$ cat src/rtl/hazard_stall_ctrl.sv
// rtl/hazard_stall_ctrl.sv - hazard/stall controller for a 5-stage MIPS pipeline
//
// Purpose:
//   Decides each cycle whether the instruction in D must wait.
//   A data stall happens when a source operand is needed (Tuse) before the
//   producer in E or M can supply it (Tnew).
//   An MD stall holds HI/LO instructions in D while the multi-cycle mult/div
//   unit is busy.
//
// Ports:
//   clk, reset          clock, asynchronous active-high reset
//   D_Instr/E_Instr/M_Instr  instruction words currently in D, E and M
//   stall               hazard stall this cycle (combinational)
//   F_WrEn, FD_WrEn     PC and F/D enables, both ~stall
//   DE_flush            bubble into D/E, equals stall
//   DE_WrEn             D/E enable, always 1
//   md_busy             mult/div busy counter nonzero
//   stall_cnt, md_stall_cnt  cycle counters (only with STALL_PERF_CNT_EN)
//
// Optional feature macro: STALL_PERF_CNT_EN
module hazard_stall_ctrl #(
  parameter int MULT_CYCLES = 5,
  parameter int DIV_CYCLES  = 10,
  parameter int CNT_W       = 4
) (
  input  logic        clk,
  input  logic        reset,
  input  logic [31:0] D_Instr,
  input  logic [31:0] E_Instr,
  input  logic [31:0] M_Instr,
  output logic        stall,
  output logic        F_WrEn,
  output logic        FD_WrEn,
  output logic        DE_flush,
  output logic        DE_WrEn,
`ifdef STALL_PERF_CNT_EN
  output logic [31:0] stall_cnt,
  output logic [31:0] md_stall_cnt,
`endif
  output logic        md_busy
);

  typedef struct packed {
    logic [4:0] rs;
    logic [4:0] rt;
    logic [4:0] dst;
    logic       rs_rd;     // rs is a source operand
    logic       rt_rd;     // rt is a source operand
    logic [1:0] tuse_rs;
    logic [1:0] tuse_rt;
    logic [1:0] tnew_e;    // Tnew while in E
    logic [1:0] tnew_m;    // Tnew while in M
    logic       md_start;  // mult/multu/div/divu
    logic       md_mult;   // mult/multu
    logic       md_use;    // any instruction touching the mult/div unit
  } dec_t;

  function automatic dec_t decode(input logic [31:0] ins);
    dec_t d;
    d    = '0;
    d.rs = ins[25:21];
    d.rt = ins[20:16];
    case (ins[31:26])
      6'h00: begin
        case (ins[5:0])
          6'h21, 6'h23: begin // addu, subu
            d.dst = ins[15:11]; d.tnew_e = 2'd1;
            d.rs_rd = 1'b1; d.tuse_rs = 2'd1;
            d.rt_rd = 1'b1; d.tuse_rt = 2'd1;
          end
          6'h08: begin // jr
            d.rs_rd = 1'b1; d.tuse_rs = 2'd0;
          end
          6'h18, 6'h19, 6'h1A, 6'h1B: begin // mult, multu, div, divu
            d.rs_rd = 1'b1; d.tuse_rs = 2'd1;
            d.rt_rd = 1'b1; d.tuse_rt = 2'd1;
            d.md_start = 1'b1; d.md_use = 1'b1;
            d.md_mult  = ~ins[1];
          end
          6'h10, 6'h12: begin // mfhi, mflo
            d.dst = ins[15:11]; d.tnew_e = 2'd1; d.md_use = 1'b1;
          end
          6'h11, 6'h13: begin // mthi, mtlo
            d.rs_rd = 1'b1; d.tuse_rs = 2'd1; d.md_use = 1'b1;
          end
          default: d = '0;
        endcase
      end
      6'h0D: begin // ori
        d.rs_rd = 1'b1; d.tuse_rs = 2'd1; d.dst = ins[20:16]; d.tnew_e = 2'd1;
      end
      6'h23: begin // lw
        d.rs_rd = 1'b1; d.tuse_rs = 2'd1; d.dst = ins[20:16];
        d.tnew_e = 2'd2; d.tnew_m = 2'd1;
      end
      6'h2B: begin // sw
        d.rs_rd = 1'b1; d.tuse_rs = 2'd1; d.rt_rd = 1'b1; d.tuse_rt = 2'd2;
      end
      6'h04: begin // beq
        d.rs_rd = 1'b1; d.tuse_rs = 2'd0; d.rt_rd = 1'b1; d.tuse_rt = 2'd0;
      end
      6'h0F: begin // lui
        d.dst = ins[20:16]; d.tnew_e = 2'd1;
      end
      6'h03: begin // jal, result available immediately (Tnew 0)
        d.dst = 5'd31;
      end
      default: d = '0; // j and unknown encodings read and write nothing
    endcase
    return d;
  endfunction

  function automatic logic hazard(input logic rd, input logic [4:0] src,
                                  input logic [1:0] tuse, input logic [4:0] dst,
                                  input logic [1:0] tnew);
    return rd && (src != 5'd0) && (src == dst) && (tuse < tnew);
  endfunction

  dec_t d_dec, e_dec, m_dec;
  logic data_stall, md_stall;
  logic [CNT_W-1:0] cnt_q, cnt_d;

  assign d_dec = decode(D_Instr);
  assign e_dec = decode(E_Instr);
  assign m_dec = decode(M_Instr);

  always_comb begin
    data_stall = hazard(d_dec.rs_rd, d_dec.rs, d_dec.tuse_rs, e_dec.dst, e_dec.tnew_e)
               | hazard(d_dec.rt_rd, d_dec.rt, d_dec.tuse_rt, e_dec.dst, e_dec.tnew_e)
               | hazard(d_dec.rs_rd, d_dec.rs, d_dec.tuse_rs, m_dec.dst, m_dec.tnew_m)
               | hazard(d_dec.rt_rd, d_dec.rt, d_dec.tuse_rt, m_dec.dst, m_dec.tnew_m);
  end

  assign md_busy  = (cnt_q != '0);
  assign md_stall = d_dec.md_use & (md_busy | e_dec.md_start);
  assign stall    = data_stall | md_stall;
  assign F_WrEn   = ~stall;
  assign FD_WrEn  = ~stall;
  assign DE_flush = stall;
  assign DE_WrEn  = 1'b1;

  // A new mult/div in E always reloads, even if a count is still running.
  always_comb begin
    cnt_d = cnt_q;
    if (e_dec.md_start && e_dec.md_mult) cnt_d = CNT_W'(MULT_CYCLES);
    else if (e_dec.md_start)             cnt_d = CNT_W'(DIV_CYCLES);
    else if (cnt_q != '0)                cnt_d = cnt_q - CNT_W'(1);
  end

  always_ff @(posedge clk or posedge reset) begin
    if (reset) cnt_q <= '0;
    else       cnt_q <= cnt_d;
  end

`ifdef STALL_PERF_CNT_EN
  logic [31:0] stall_cnt_q, md_stall_cnt_q;

  always_ff @(posedge clk or posedge reset) begin
    if (reset) begin
      stall_cnt_q    <= '0;
      md_stall_cnt_q <= '0;
    end else begin
      if (stall)    stall_cnt_q    <= stall_cnt_q + 32'd1;
      if (md_stall) md_stall_cnt_q <= md_stall_cnt_q + 32'd1;
    end
  end

  assign stall_cnt    = stall_cnt_q;
  assign md_stall_cnt = md_stall_cnt_q;
`endif

  // Decoder fields and instruction bits not needed for a given stage.
  logic unused_bits;
  assign unused_bits = ^{d_dec, e_dec, m_dec, D_Instr[10:6], E_Instr[10:6], M_Instr[10:6]};

endmodule

$ cat config.mk
export PLATFORM = sky130hd
export DESIGN_NAME = hazard_stall_ctrl
export DESIGN_NICKNAME = d
export VERILOG_FILES = /design/src/rtl/hazard_stall_ctrl.sv
export SDC_FILE = /design/constraint.sdc
export NUM_CORES = 1
export LEC_CHECK = 0
export CORE_ASPECT_RATIO = 0.5
export CORE_MARGIN = 2
export CORE_UTILIZATION = 30
export CTS_BUF_LIST = sky130_fd_sc_hd__clkbuf_4 sky130_fd_sc_hd__clkbuf_8
export DETAILED_ROUTE_END_ITERATION = 12
export HOLD_SLACK_MARGIN = 0.05
export PLACE_DENSITY = 0.72
export SLEW_MARGIN = 30
export SYNTH_ARGS = -nofsm -noshare
export SYNTH_HDL_FRONTEND = slang
export SYNTH_SLANG_ARGS = --single-unit
export TNS_END_PERCENT = 10
$ cat constraint.sdc
create_clock -name clk -period 8.2 [get_ports clk]
set_input_delay 2.05 -clock clk [delete_from_list [all_inputs] [get_ports clk]]
set_output_delay 2.05 -clock clk [all_outputs]
set_load 0.01 [all_outputs]
==> impl_metrics.tcl, run 1 <==
set metrics [dict create \
    ys_seq_area_share_pct 7.149 \
    tns_ns 0 \
    cts_sinks 4 \
    synth_flop_cell "dfrtp_1" \
    layout_commonest_cell "clkdlybuf4s50_1" \
    layout-drive-gt1-share_pct 5.098 \
    reg_top3 "cnt_q: 4 flops" \
    path_class "primary input to output port" \
    fin_cells 312 \
    hp-class "register to register" \
    grt_first_pass_wirelength_um 7286 \
    rsz0062_at_grt "false" \
    clkTransAtPathRegs_ns 0.03 \
    synth_seq_cells 4 \
    end_kind "output port" \
    critPathRequiredTime_ns 6.15 \
    fin_crit_ns 7.459 \
    clock_path_buffers 2 \
    synth_top_area_share_pct 7.149 \
    ctsHtreeMaxLevel 1 \
    hold_ws_ns 0.5815 \
    path_buf_inv 2 \
    place_hpwl_um 3871 \
    firstDrtPassIters 5 \
    numCtsBuffers 3 \
    final_cell_mix "clkdlybuf4s50_1, nor2_1, nor2b_1" \
    core_area_mm2 0.004446 \
    syn_to_final_growth_pct 56.66 \
    drv_cap 0 \
    num-nets-final 358 \
    final.period_utilization_pct 90.96 \
    clkLatencyLatePin_ns 0.22 \
    wl_per_cell_um 14.48 \
    antenna_cells 0 \
    tightest_slew_ns 0.8304 \
    fmax_ghz 0.1341 \
    status "completed" \
    hold_viol_final 0 \
    track_usage_pct 16.96 \
    largest-register "cnt_q" \
    use_met3_pct 2.533 \
    num_rows 17 \
    fp.dieW_um 100.6 \
    powerDensity_mw_per_mm2 90.50 \
    synth_area_leaders "dfrtp_1, xnor2_1, nor2b_1" \
    multi_input_area_mm2 0.001232 \
    cts_root_buffer "clkbuf_8" \
    hold_buffers 0 \
    yosysTopAreaCell "dfrtp_1" \
    vias 1791 \
    start_util_pct 31.49 \
    boundaryPins 104 \
    syn-instance-count 186 \
    vdd_ir_drop_max_v 0.00007853 \
    synth-edff-count 0 \
    synth_area_per_cell_um2 7.527 \
    dp.cells 309 \
    slew_violations 0 \
    cp_max_fo 16 \
    grt_max_degree 17 \
    critical_path.top_delay_family "simple AND/OR/NAND/NOR gates" \
    first_global_vias 1713 \
    viasPerCell 5.740 \
    largest_register_ffs 4 \
    crit_path_cell_trace "clkdlybuf4s50_1 -> or4_4 -> or4_4 -> o221a_4 -> or4bb_1 -> o211ai_1 -> nand4_1 -> and4_1 -> clkdlybuf4s50_1" \
    worstPathArrival_ns 5.41 \
    post_cts_resized 0 \
    power.total_w 0.0001985 \
    grtUsageMet2_pct 30.00 \
    critPathSlowestCell "or4_4" \
    grt_antenna_before_repair 0 \
    num-fill-cells 455 \
    post_cts_buffers 0 \
    gp_congestion 0.8725 \
    busiest_layer "met2" \
    slew-limit-headroom_pct 44.64 \
    seqCellArea_um2 100.1 \
    die_h_um 52.31 \
    finalSetupViolCount 0 \
    drc 0 \
    io_buffer_count 71 \
    async_reset_ff_share_pct 100.0 \
    synth_area_mm2 0.001400 \
    use_met1_pct 21.99 \
    startpoint_type "primary input" \
    ys.warnings.count 0 \
    die_area_mm2 0.005262 \
    cts_tree "built" \
    ant_nets 0 \
    clock_skew_ns 0.001950 \
    synth_nets 287 \
    slowest_delay_ns 0.54 \
    grt_overflow 0 \
    drtIter0Drc 80 \
    wl_um 4519 \
    p_leak_nw 0.8550 \
    ys_types 62 \
]
==> synthesized netlist by cell type, drive strengths merged, types with 6 or more instances <==
| library cell | n |
|---|---|
| a221oi | 7 |
| xnor2 | 8 |
| o21ai | 8 |
| nor3 | 6 |
| nor2b | 10 |
| nand2b | 6 |
| nand3 | 6 |
| o211ai | 7 |
| inv | 8 |
| nor2 | 13 |
| nand4 | 8 |
| a21oi | 7 |
| nand2 | 7 |
==> cells by family (layout without fill, tap and decap cells) <==
group	count (synthesis)	count (layout)	share of synthesized area, %
other	1	1	0.2678
adder cells (fa/ha/maj)	3	3	2.681
AND/OR/NAND/NOR	91	91	41.73
XOR/XNOR	9	9	5.630
multiplexers	1	1	0.7150
buffers and inverters	14	83	4.826
flip-flops	4	4	7.150
AO/OA/AOI/OAI	63	63	37.00
==> through the flow <==
stage | instance area [µm²] | utilization [%] | setup slack, ns
finish | 2193 | 49.34 | 0.7412
global route | 2193 | 49.34 | 0.5394
CTS | 2193 | 49.34 | 0.7316
detailed placement | 2152 | 48.41 | 0.7416
global placement | 2152 | 48.41 | 0.7853
floorplan | 1400 | - | 1.679
==> worst register-to-register path: stages, from the launching register on <==
cell and delay [ns]:
dfrtp_1 0.37, inv_1 0.11, ha_1 0.17, nand2_1 0.12, xnor2_1 0.16, a21o_1 0.17
==> report_power, final <==
group / total [W] / switching [W] / internal, W
clock network: 0.0000412 / 0.00000997 / 0.0000313
logic: 0.000120 / 0.0000518 / 0.0000677
registers: 0.0000377 / 0.00000679 / 0.0000310
==> layout make-up <==
class | instances | area share, %
clock buffer | 3 | 1.882
sequential | 4 | 4.564
timing repair buffer | 72 | 32.74
multi-input combinational | 168 | 56.19
tap | 57 | 3.252
inverter | 8 | 1.369
==> layer usage <==
metal | wire length, µm | part of all wire (%)
met1 | 2012 | 45
met2 | 2081 | 46
met3 | 398 | 8.8
met4 | 26 | 0.58
met5 | 0 | 0
==> worst paths after layout <==
path / to / cells after the start / slack [ns] / from
worst max-delay path: FD_WrEn / 9 / 0.74 / D_Instr[27]
worst min-delay path: cnt_q[3] / 2 / 0.58 / cnt_q[3]
worst max register to register: cnt_q[0] / 5 / 6.98 / cnt_q[0]
worst min register to register: cnt_q[3] / 2 / 0.58 / cnt_q[3]
max in group asynchronous: cnt_q[1] / 2 / 6.03 / reset
min in group asynchronous: cnt_q[2] / 2 / 2.01 / reset
Note: power is estimated with default switching activity, not from simulation.
==> run 2: changes to the inputs <==
DONT_BUFFER_PORTS = 1   (was default)
PLACE_DENSITY = 0.45   (was 0.72)
==> run 2 against run 1 <==
  * Non-clock buffer count down 71
  * Via count down 18%
  * Flip-flop and latch count unchanged
  * Clock-buffer cell count unchanged
  * Wire length down 12%
  * Fmax up 13%
  * First-iteration DRC count down 40%
  * Die area unchanged
  * Worst setup slack better by 0.87 ns
  * Hold slack worse by 0.0068 ns
  * Global-route usage down 2.4 points
  * Critical endpoint unchanged
  * Largest cell class unchanged
==> impl_metrics.tcl, run 2 (synthesis results as in run 1) <==
set metrics [dict create \
    cts_tree "built" \
    hp-class "register to register" \
    status "completed" \
    vias 1475 \
    final.period_utilization_pct 80.40 \
    holdPathEnd "cnt_q[3]" \
    viasPerCell 6.120 \
    slew_violations 0 \
    slew-limit-headroom_pct 42.31 \
    path_class "primary input to output port" \
    tightest_slew_ns 0.8654 \
    vdd_ir_drop_max_v 0.0001392 \
    grt_max_degree 17 \
    r2r_start "cnt_q[0]" \
    hold_viol_final 0 \
    clkLatencyLatePin_ns 0.22 \
    dpl_cell_area_mm2 0.001441 \
    end_kind "output port" \
    cp_max_fo 16 \
    num-nets-final 287 \
    rsz0062_at_grt "false" \
    crit_path_frequent_cell "or4_4" \
    start_util_pct 31.49 \
    clkTransAtPathRegs_ns 0.03 \
    hold_path_depth 2 \
    drv_cap 0 \
    layout_setup_ws_ns 1.608 \
    fmax_ghz 0.1517 \
    largest_register_ffs 4 \
    layout-drive-gt1-share_pct 7.065 \
    worstPathArrival_ns 4.54 \
    firstDrtPassIters 4 \
    clock_skew_ns 0.0009578 \
    fin_crit_ns 6.592 \
    fin_area_mm2 0.001483 \
    die_h_um 52.31 \
    post_cts_resized 0 \
    layout_commonest_cell "nor2_1" \
    place_hpwl_um 3358 \
    powerDensity_mw_per_mm2 105.8 \
    clock_path_buffers 2 \
    first_global_vias 1317 \
    critPathRequiredTime_ns 6.15 \
    wl_per_cell_um 16.53 \
    fp.dieW_um 100.6 \
    critPathSlowestCell "or4_4" \
    reg2reg_setup_slack_ns 6.89 \
    die_area_mm2 0.005262 \
    min_from "cnt_q[3]" \
    tns_ns 0 \
    ant_nets 0 \
    finalSetupViolCount 0 \
    slowest_delay_ns 0.53 \
    crit_path_cell_trace "or4_4 -> or4_4 -> o221a_4 -> or4bb_1 -> o211ai_1 -> nand4_1 -> and4_1" \
    reg2regPathDepth 5 \
    p_leak_nw 0.5768 \
    track_usage_pct 14.54 \
    place_ws_ns 1.617 \
    boundaryPins 104 \
    drtIter0Drc 48 \
    grt_first_pass_wirelength_um 6120 \
    gp_congestion 0.7263 \
    drc 0 \
    startpoint_type "primary input" \
    syn_to_final_growth_pct 5.898 \
    power.total_w 0.0001568 \
    cts_root_buffer "clkbuf_8" \
    grt_antenna_before_repair 0 \
    io_buffer_count 0 \
    post_cts_buffers 0 \
    cts_sinks 4 \
    wl_um 3983 \
    r2r-end "cnt_q[0]" \
    num_rows 17 \
    ctsHtreeMaxLevel 1 \
    antenna_cells 0 \
    final_cell_mix "nor2_1, nor2b_1, nand4_1, inv_1, xnor2_1" \
    reg_top3 "cnt_q: 4 flops" \
    core_area_mm2 0.004446 \
    hold_buffers 0 \
    grt_overflow 0 \
    largest-register "cnt_q" \
    numCtsBuffers 3 \
]
-- run 2: cell types whose count changed in the layout (fill, tap and decap cells not counted), sizes merged --
cell	change
clkdlybuf4s50	-71
-- run 2: worst max-delay path by stage --
stage,start,endpoint,cells past startpoint
4_1_cts,D_Instr[26],F_WrEn,7
3_3_place_gp,D_Instr[26],F_WrEn,8
3_5_place_dp,D_Instr[26],F_WrEn,7
5_1_grt,D_Instr[26],FD_WrEn,8
2_1_floorplan,D_Instr[26],F_WrEn,8
6_report,D_Instr[26],FD_WrEn,7
-- run 2: final cells by class --
| class | count | area [µm²] |
|---|---|---|
| Sequential cell | 4 | 100.1 |
| Inverter | 8 | 30.03 |
| Fill cell | 481 | 2963 |
| Clock buffer | 3 | 41.29 |
| Timing Repair Buffer | 1 | 7.507 |
| Tap cell | 57 | 71.32 |
| Multi-Input combinational cell | 168 | 1232 |
-- run 2: power by group --
part | internal, W | switching (W)
registers | 0.0000309 | 0.00000653
clock network | 0.0000313 | 0.0000100
logic | 0.0000376 | 0.0000405
total | 0.0000998 | 0.0000570
-- run 2: per-stage QoR --
stage          hold slack [ns]  utilization [%]  std cells
6_report                0.5747            33.35        241
5_1_grt                 0.6160            33.35        241
4_1_cts                 0.5783            33.35        241
3_5_place_dp            0.5689            32.42        238
3_3_place_gp            0.5769            32.42        238
2_1_floorplan           0.5381                -        186
-- run 2: worst max-delay path: cells and delay by family --
family	cells	cell delay [ns]
and+or+nand+nor	5	1.98
AOI/OAI and AO/OA	2	0.51
-- run 2: per-layer routing --
layer | GRT usage (%) | vias to the layer above | share of wire (%) | routed length (µm)
met3 | 2.400 | 4 | 6.3 | 250
met5 | 0 | - | 0 | 0
li1 | - | 750 | - | -
met1 | 18.96 | 680 | 48 | 1899
met4 | 3.653 | 0 | 0.90 | 36
met2 | 25.22 | 41 | 45 | 1797
